--- src/rtl/hazard_controller.sv ---
// Hazard, forwarding and memory-wait sequencing for the five-stage pipeline.
// Optional macro HAZ_PERF_CNT_EN builds saturating stall/flush performance counters.
module hazard_controller #(
    parameter int AWL  = 6,
    parameter int DWL  = 32,
    parameter int TOUT = 16
) (
    input  logic           CLK,
    input  logic           CLR,
    input  logic [AWL-2:0] RsD,
    input  logic [AWL-2:0] RtD,
    input  logic [AWL-2:0] RsE,
    input  logic [AWL-2:0] RtE,
    input  logic [AWL-2:0] WriteRegE,
    input  logic [AWL-2:0] WriteRegM,
    input  logic [AWL-2:0] WriteRegW,
    input  logic           RFWEE,
    input  logic           RFWEM,
    input  logic           RFWEW,
    input  logic           MtoRFSelE,
    input  logic           MtoRFSelM,
    input  logic           BranchD,
    input  logic           JumpD,
    input  logic           PCSelD,
    input  logic           DMReqM,
    input  logic           DMAckM,
    output logic           StallF,
    output logic           StallD,
    output logic           StallE,
    output logic           StallM,
    output logic           FlushD,
    output logic           FlushE,
    output logic           ForwardAD,
    output logic           ForwardBD,
    output logic [1:0]     ForwardAE,
    output logic [1:0]     ForwardBE,
    output logic           MemErr,
    output logic [DWL-1:0] StallCnt,
    output logic [DWL-1:0] FlushCnt
);

    localparam int CW = (TOUT > 1) ? $clog2(TOUT) : 1;

    typedef enum logic [1:0] {RUN, MWAIT, MERR} state_t;

    state_t          r_state;
    state_t          w_next;
    logic [CW-1:0]   r_wcnt;
    logic            r_mem_err;
    logic            w_freeze;
    logic            w_lwstall;
    logic            w_brstall;
    logic            w_hazstall;

    // Register 0 is hardwired, so it never forwards and never stalls.
    function automatic logic f_match(input logic [AWL-2:0] a, input logic [AWL-2:0] w,
                                     input logic we);
        return we && (w != '0) && (a == w);
    endfunction

    always_comb begin
        ForwardAD = f_match(RsD, WriteRegM, RFWEM);
        ForwardBD = f_match(RtD, WriteRegM, RFWEM);
        ForwardAE = f_match(RsE, WriteRegM, RFWEM) ? 2'b10 :
                    f_match(RsE, WriteRegW, RFWEW) ? 2'b01 : 2'b00;
        ForwardBE = f_match(RtE, WriteRegM, RFWEM) ? 2'b10 :
                    f_match(RtE, WriteRegW, RFWEW) ? 2'b01 : 2'b00;
    end

    always_comb begin
        w_lwstall  = MtoRFSelE && RFWEE && (RtE != '0) && ((RtE == RsD) || (RtE == RtD));
        w_brstall  = BranchD &&
                     (f_match(RsD, WriteRegE, RFWEE) || f_match(RtD, WriteRegE, RFWEE) ||
                      (MtoRFSelM && (f_match(RsD, WriteRegM, RFWEM) ||
                                     f_match(RtD, WriteRegM, RFWEM))));
        w_hazstall = w_lwstall || w_brstall;
    end

    // Freeze follows the ack combinationally so release happens in the ack cycle.
    always_comb begin
        w_next   = r_state;
        w_freeze = 1'b0;
        case (r_state)
            RUN: begin
                if (DMReqM && !DMAckM) begin
                    w_next   = MWAIT;
                    w_freeze = 1'b1;
                end
            end
            MWAIT: begin
                if (DMAckM) begin
                    w_next = RUN;
                end else begin
                    w_freeze = 1'b1;
                    if (r_wcnt == CW'(TOUT - 1)) begin
                        w_next = MERR;
                    end
                end
            end
            MERR: begin
                w_freeze = 1'b1;
            end
            default: begin
                w_next = RUN;
            end
        endcase
    end

    always_comb begin
        StallF = 1'b0;
        StallD = 1'b0;
        StallE = 1'b0;
        StallM = 1'b0;
        FlushD = 1'b0;
        FlushE = 1'b0;
        if (w_freeze) begin
            StallF = 1'b1;
            StallD = 1'b1;
            StallE = 1'b1;
            StallM = 1'b1;
        end else if (w_hazstall) begin
            StallF = 1'b1;
            StallD = 1'b1;
            FlushE = 1'b1;
        end else if (PCSelD || JumpD) begin
            FlushD = 1'b1;
        end
    end

    always_ff @(posedge CLK or posedge CLR) begin
        if (CLR) begin
            r_state   <= RUN;
            r_wcnt    <= '0;
            r_mem_err <= 1'b0;
        end else begin
            r_state <= w_next;
            if (r_state == MWAIT && w_next == MWAIT) begin
                r_wcnt <= r_wcnt + CW'(1);
            end else if (r_state != MERR) begin
                r_wcnt <= '0;
            end
            if (w_next == MERR) begin
                r_mem_err <= 1'b1;
            end
        end
    end

    assign MemErr = r_mem_err;

`ifdef HAZ_PERF_CNT_EN
    logic [DWL-1:0] r_stall_cnt;
    logic [DWL-1:0] r_flush_cnt;

    // Hazard stalls hidden under a memory freeze are not counted.
    always_ff @(posedge CLK or posedge CLR) begin
        if (CLR) begin
            r_stall_cnt <= '0;
            r_flush_cnt <= '0;
        end else begin
            if (w_hazstall && !w_freeze && (r_stall_cnt != '1)) begin
                r_stall_cnt <= r_stall_cnt + DWL'(1);
            end
            if ((FlushD || FlushE) && (r_flush_cnt != '1)) begin
                r_flush_cnt <= r_flush_cnt + DWL'(1);
            end
        end
    end

    assign StallCnt = r_stall_cnt;
    assign FlushCnt = r_flush_cnt;
`else
    assign StallCnt = '0;
    assign FlushCnt = '0;
`endif

endmodule

--- config.mk ---
export PLATFORM = sky130hd
export DESIGN_NAME = hazard_controller
export DESIGN_NICKNAME = d
export VERILOG_FILES = /design/src/rtl/hazard_controller.sv
export SDC_FILE = /design/constraint.sdc
export NUM_CORES = 1
export LEC_CHECK = 0
export CAP_MARGIN = 15
export CORE_ASPECT_RATIO = 0.7
export CORE_MARGIN = 4
export CORE_UTILIZATION = 36
export CTS_CLUSTER_DIAMETER = 60
export DETAILED_ROUTE_END_ITERATION = 16
export GPL_ROUTABILITY_DRIVEN = 0
export PLACE_DENSITY = 0.95
export SLEW_MARGIN = 20
export SYNTH_ARGS = -nofsm -noshare
export SYNTH_HDL_FRONTEND = slang
export SYNTH_SLANG_ARGS = --single-unit
--- constraint.sdc ---
create_clock -name CLK -period 4.4 [get_ports CLK]
set_input_delay 0.66 -clock CLK [delete_from_list [all_inputs] [get_ports CLK]]
set_output_delay 0.66 -clock CLK [all_outputs]
set_load 0.05 [all_outputs]
# After elaboration in Yosys (flattened, before gate mapping)
# Cells that the tools add are included.
# op_classes
add_sub_neg	1
eq_ne	16
muxes	20
reduce_logical	31
# ops
cell	count
$eq 5x5->1	10
$reduce_bool 5->1	4
$logic_and 1x1->1	18
$mux 1	11
$mux 2	5
$mux 4	2
$logic_or 1x1->1	6
$pmux 2 s3	1
$add 4x1->4 const B	1
$eq 2x1->1 const B	2
$eq 2x2->1 const B	2
$eq 4x4->1 const B	1
$pmux 1 s3	1
$logic_not 2->1	1
$ne 2x2->1 const B	1
$reduce_bool 2->1	1
$logic_not 1->1	1
# totals
reg_bits	7
inputBits	47
out_inout_bits	77
wordCells	71

# Longest topological paths before layout
# depth
word_depth	10
ltp_mapped	8
depth_no_buf	6

# Least setup slack after synthesis
# OpenSTA, ideal clock, no wires.
# synth_timing
kind	input -> output
startpoint	in WriteRegM[3]
endpoint	out ForwardAE[0]
t_arrival_ns	3.307
t_required_ns	3.740
slack_ns	0.433
stages	5
path_buffers	1
path_cell_list	clkbuf_1 > or4_4 > o21ai_4 > nor4_1 > nor4_2
# synth_via
elab_chain_len	4
elab_cells_between_ends	5
classes_between	1 x eq/ne; 1 x mux; 3 x reduce/logical
# synth_rtl
item	line	source
start, declared	15	input logic [AWL-2:0] WriteRegM,
$reduce_bool 5->1	58	return we && (w != '0) && (a == w);
$logic_and 1x1->1	58	
$logic_and 1x1->1 *	58	
$mux 2 *	64	ForwardAE = f_match(RsE, WriteRegM, RFWEM) ? 2'b10 :
end, declared	35	output logic [1:0] ForwardAE,
# Every way passes the cells marked *; elsewhere a longest branch is shown, timed or not.

# Final worst setup path
# layout_timing
startpoint	in WriteRegM[1]
endpoint	out ForwardBE[0]
# layout_via
elab_chain_len	4
elab_cells_between_ends	5
classes_between	1 x eq/ne; 1 x mux; 3 x reduce/logical
# layout_rtl
item	line	source
$reduce_bool 5->1	58	
$logic_and 1x1->1	58	
$logic_and 1x1->1 *	58	
$mux 2 *	66	ForwardBE = f_match(RtE, WriteRegM, RFWEM) ? 2'b10 :
end, declared	36	output logic [1:0] ForwardBE,
# Marks and branches as above.

==> impl_results.md <==
- Antenna Violating Nets Remaining: 0
- Drt via density: about 4.2
- RSZ-0062 raised after global routing: false
- Power density relative to cell area: approximately 220 nW/um^2
- Leading register cell type out of synthesis: sky130_fd_sc_hd__dfrtp_1
- N_diodes: 0
- Share of post-route cells with drive strength above 1: 0.0400
- Transition time at the pin with the least slew margin: 0.526 ns
- DRC viols: 0
- CTS clk-pin slew, worst paths: roughly 0.04 ns
- Number of synthesis warnings: 0
- Count of boundary I/O pins: around 120
- Worst endpoint required time: between 3 and 4 ns
- Hold/Removal Path Class: register to register
- Static Leak: 0.827 nW
- Synthesis-to-finish area growth: 25.8%
- Total wirelength of the detailed-routed design: roughly 4100 um
- Syn Std Cell Area: ~1600 um^2
- Number of buffers between clock root and the deepest sink: 2
- Final-layout setup total negative slack: 0 ns
- Combined global-route utilization of all metal layers: 0.144
- Proportion of synthesized flip-flops having asynchronous set or reset: 1.00
- Seq cells post-synth: 7
- Initial standard-cell utilization of the core: 0.386
- Critical Path Max Stage Delay: between 0.8 and 0.9 ns
- Cell-by-cell trace of the critical path: clkdlybuf4s50_1 > or4_4 > o21ai_4 > nor4_1 > nor4_2 > clkdlybuf4s50_1
- Final core occ: 0.485
- Most frequent standard cell in the layout excluding fill and tap cells: sky130_fd_sc_hd__conb_1
- Max Cap Viol: 0
- Most frequent cells in the layout: 64 x sky130_fd_sc_hd__conb_1, 59 x sky130_fd_sc_hd__clkdlybuf4s50_1, 30 x sky130_fd_sc_hd__xnor2_1, 21 x sky130_fd_sc_hd__xor2_1, 12 x sky130_fd_sc_hd__nand2_1
- Global-route wire length before repair: between 6000 and 7000 um
- Synthesized instance count: about 200
- Portion of the post-synthesis area used by sequential elements: 0.112
- CTS tree: yes
- Die outline width: around 87 um
- Slew Limit Headroom: 0.646
- Result of the run: complete, no violations
- Number of nets in the final layout: about 300
- Post-synthesis average cell area: roughly 7.8 um^2
- Total number of placement rows: 19
- Synth area leader: sky130_fd_sc_hd__buf_4
- Critical Path Fanout Max: 5
- Routed vias: ~1,300
- Crit-path leading delay family: buffers and inverters
- Minimum setup slack among reg-to-reg paths: approximately 3 ns
- Highest ir drop seen on vdd: between 100 and 150 uV
- Overall die height: between 60 and 70 um
- Number of gates resized after CTS: 0
- Cell area reported after detailed placement: around 1900 um^2
- Crit end category: output port
- Final Cycle Share: 0.887
- Critical path class: input port to output port
- Worst Skew: 0.00174 ns
- Number of global-route vias before repair: between 1,000 and 1,500
- Data arrival at the endpoint of the critical path: 3.24 ns
- Skew-Pair Late Insertion Delay: between 0.2 and 0.25 ns
- Leading cell types by total area after synthesis: sky130_fd_sc_hd__buf_4 32%, sky130_fd_sc_hd__xnor2_1 17%, sky130_fd_sc_hd__xor2_1 12%, sky130_fd_sc_hd__dfrtp_1 11%, sky130_fd_sc_hd__nand3_1 3.5%
- Layout fillers: 391
- DRC marker count from the first detailed-route iteration: 80
- Final instance area: between 1500 and 2000 um^2
- Core region area: approximately 4000 um^2
- Cts hold-fix bufs: 0
- Pin count of the biggest net entering global routing: 8
- Count of final hold-check violations: 0
- Initial antenna violation count: 0
- Global route overflow: 0
- Tmin final: about 4 ns
- Max stage delay cell, worst path: sky130_fd_sc_hd__clkdlybuf4s50_1
- Fraction of synthesized cell area taken by the top area cell type: 0.318
- Most repeated library cell on the critical path: sky130_fd_sc_hd__clkdlybuf4s50_1
- H-tree lvl count: 1
- Number of enable-type register cells in the synthesized netlist: 0
- Final HPWL DP: approximately 3800 um
- Overall die area: 5460 um^2
- Total of endpoints with negative setup slack in the final report: 0
- Type of element launching the critical path: input port
- Unique masters post-synth: 33
- Count of pins over their slew limit: 0
- Total number of clock tree sinks: 7
- # port buffers: 59
- Buffers plus inverters on the worst setup path: 2
- TritonCTS buffer count: 3
- Clk root buf: sky130_fd_sc_hd__clkbuf_8
- Average detailed-routed wire length per instance: approximately 14 um
- Number of post-CTS setup repair buffers: 0
- Drt pass-1 iters: 4
- Top achievable clock speed: roughly 260 MHz
-- report_power, final --
group | leakage, nW | internal (mW) | switching, mW
Clock | 0.0228 | 0.0625 | 0.0253
Combinational | 0.714 | 0.0812 | 0.200
Sequential | 0.0907 | 0.0668 | 0.00261
-- area by class of cell --
| class | instances | area [um^2] | share of cell area |
|---|---|---|---|
| well taps | 52 | 65.1 | 0.0332 |
| multi-input cells | 177 | 1070 | 0.546 |
| flip-flops and latches | 7 | 175 | 0.0893 |
| inverters | 2 | 7.51 | 0.00383 |
| clock buffers | 4 | 45.0 | 0.0230 |
| repair buffers | 60 | 598 | 0.305 |
-- worst paths after layout --
check	start	to	cells after the start
worst max-delay path	WriteRegM[1]	ForwardBE[0]	6
worst min-delay path	MemErr	MemErr	1
worst max register to register	r_wcnt[0]	r_wcnt[2]	6
worst min register to register	MemErr	MemErr	1
max in group asynchronous	CLR	MemErr	2
min in group asynchronous	CLR	r_wcnt[3]	2
-- routing by layer --
layer,share of wire,GRT usage
met1,0.40,0.195
met2,0.49,0.234
met3,0.10,0.0352
met4,0.0051,0.0233
met5,0,0
-- kinds of logic after synthesis --
kind of cell,synth area share
XOR/XNOR,0.287
AND/OR/NAND/NOR,0.168
other,0.00241
AO/OA/AOI/OAI,0.0698
flip-flops,0.112
adder cells (fa/ha/maj),0.00802
buffers and inverters,0.353
-- metrics by stage --
step / power [mW] / setup slack, ns / cells / hold slack, ns
2_1_floorplan: 0.322 / 0.433 / 262 / 0.463
3_3_place_gp: 0.345 / 0.548 / 298 / 0.451
3_5_place_dp: 0.349 / 0.492 / 298 / 0.453
4_1_cts: 0.440 / 0.492 / 302 / 0.463
5_1_grt: 0.458 / 0.413 / 302 / 0.486
6_report: 0.438 / 0.496 / 302 / 0.458
-- synth_stat cells (all sizes together) (4+ instances only) --
cell type,number
buf,70
clkbuf,6
dfrtp,7
xnor2,30
nand2,12
xor2,21
nor2,4
or4,6
nor4,4
nand3,11
o21ai,8
-- state kept, by name (all words and copies together) (netlist names) --
name and count:
MemErr 1, r_wcnt 4, r_state 2
(Power assumes the default switching activity.)
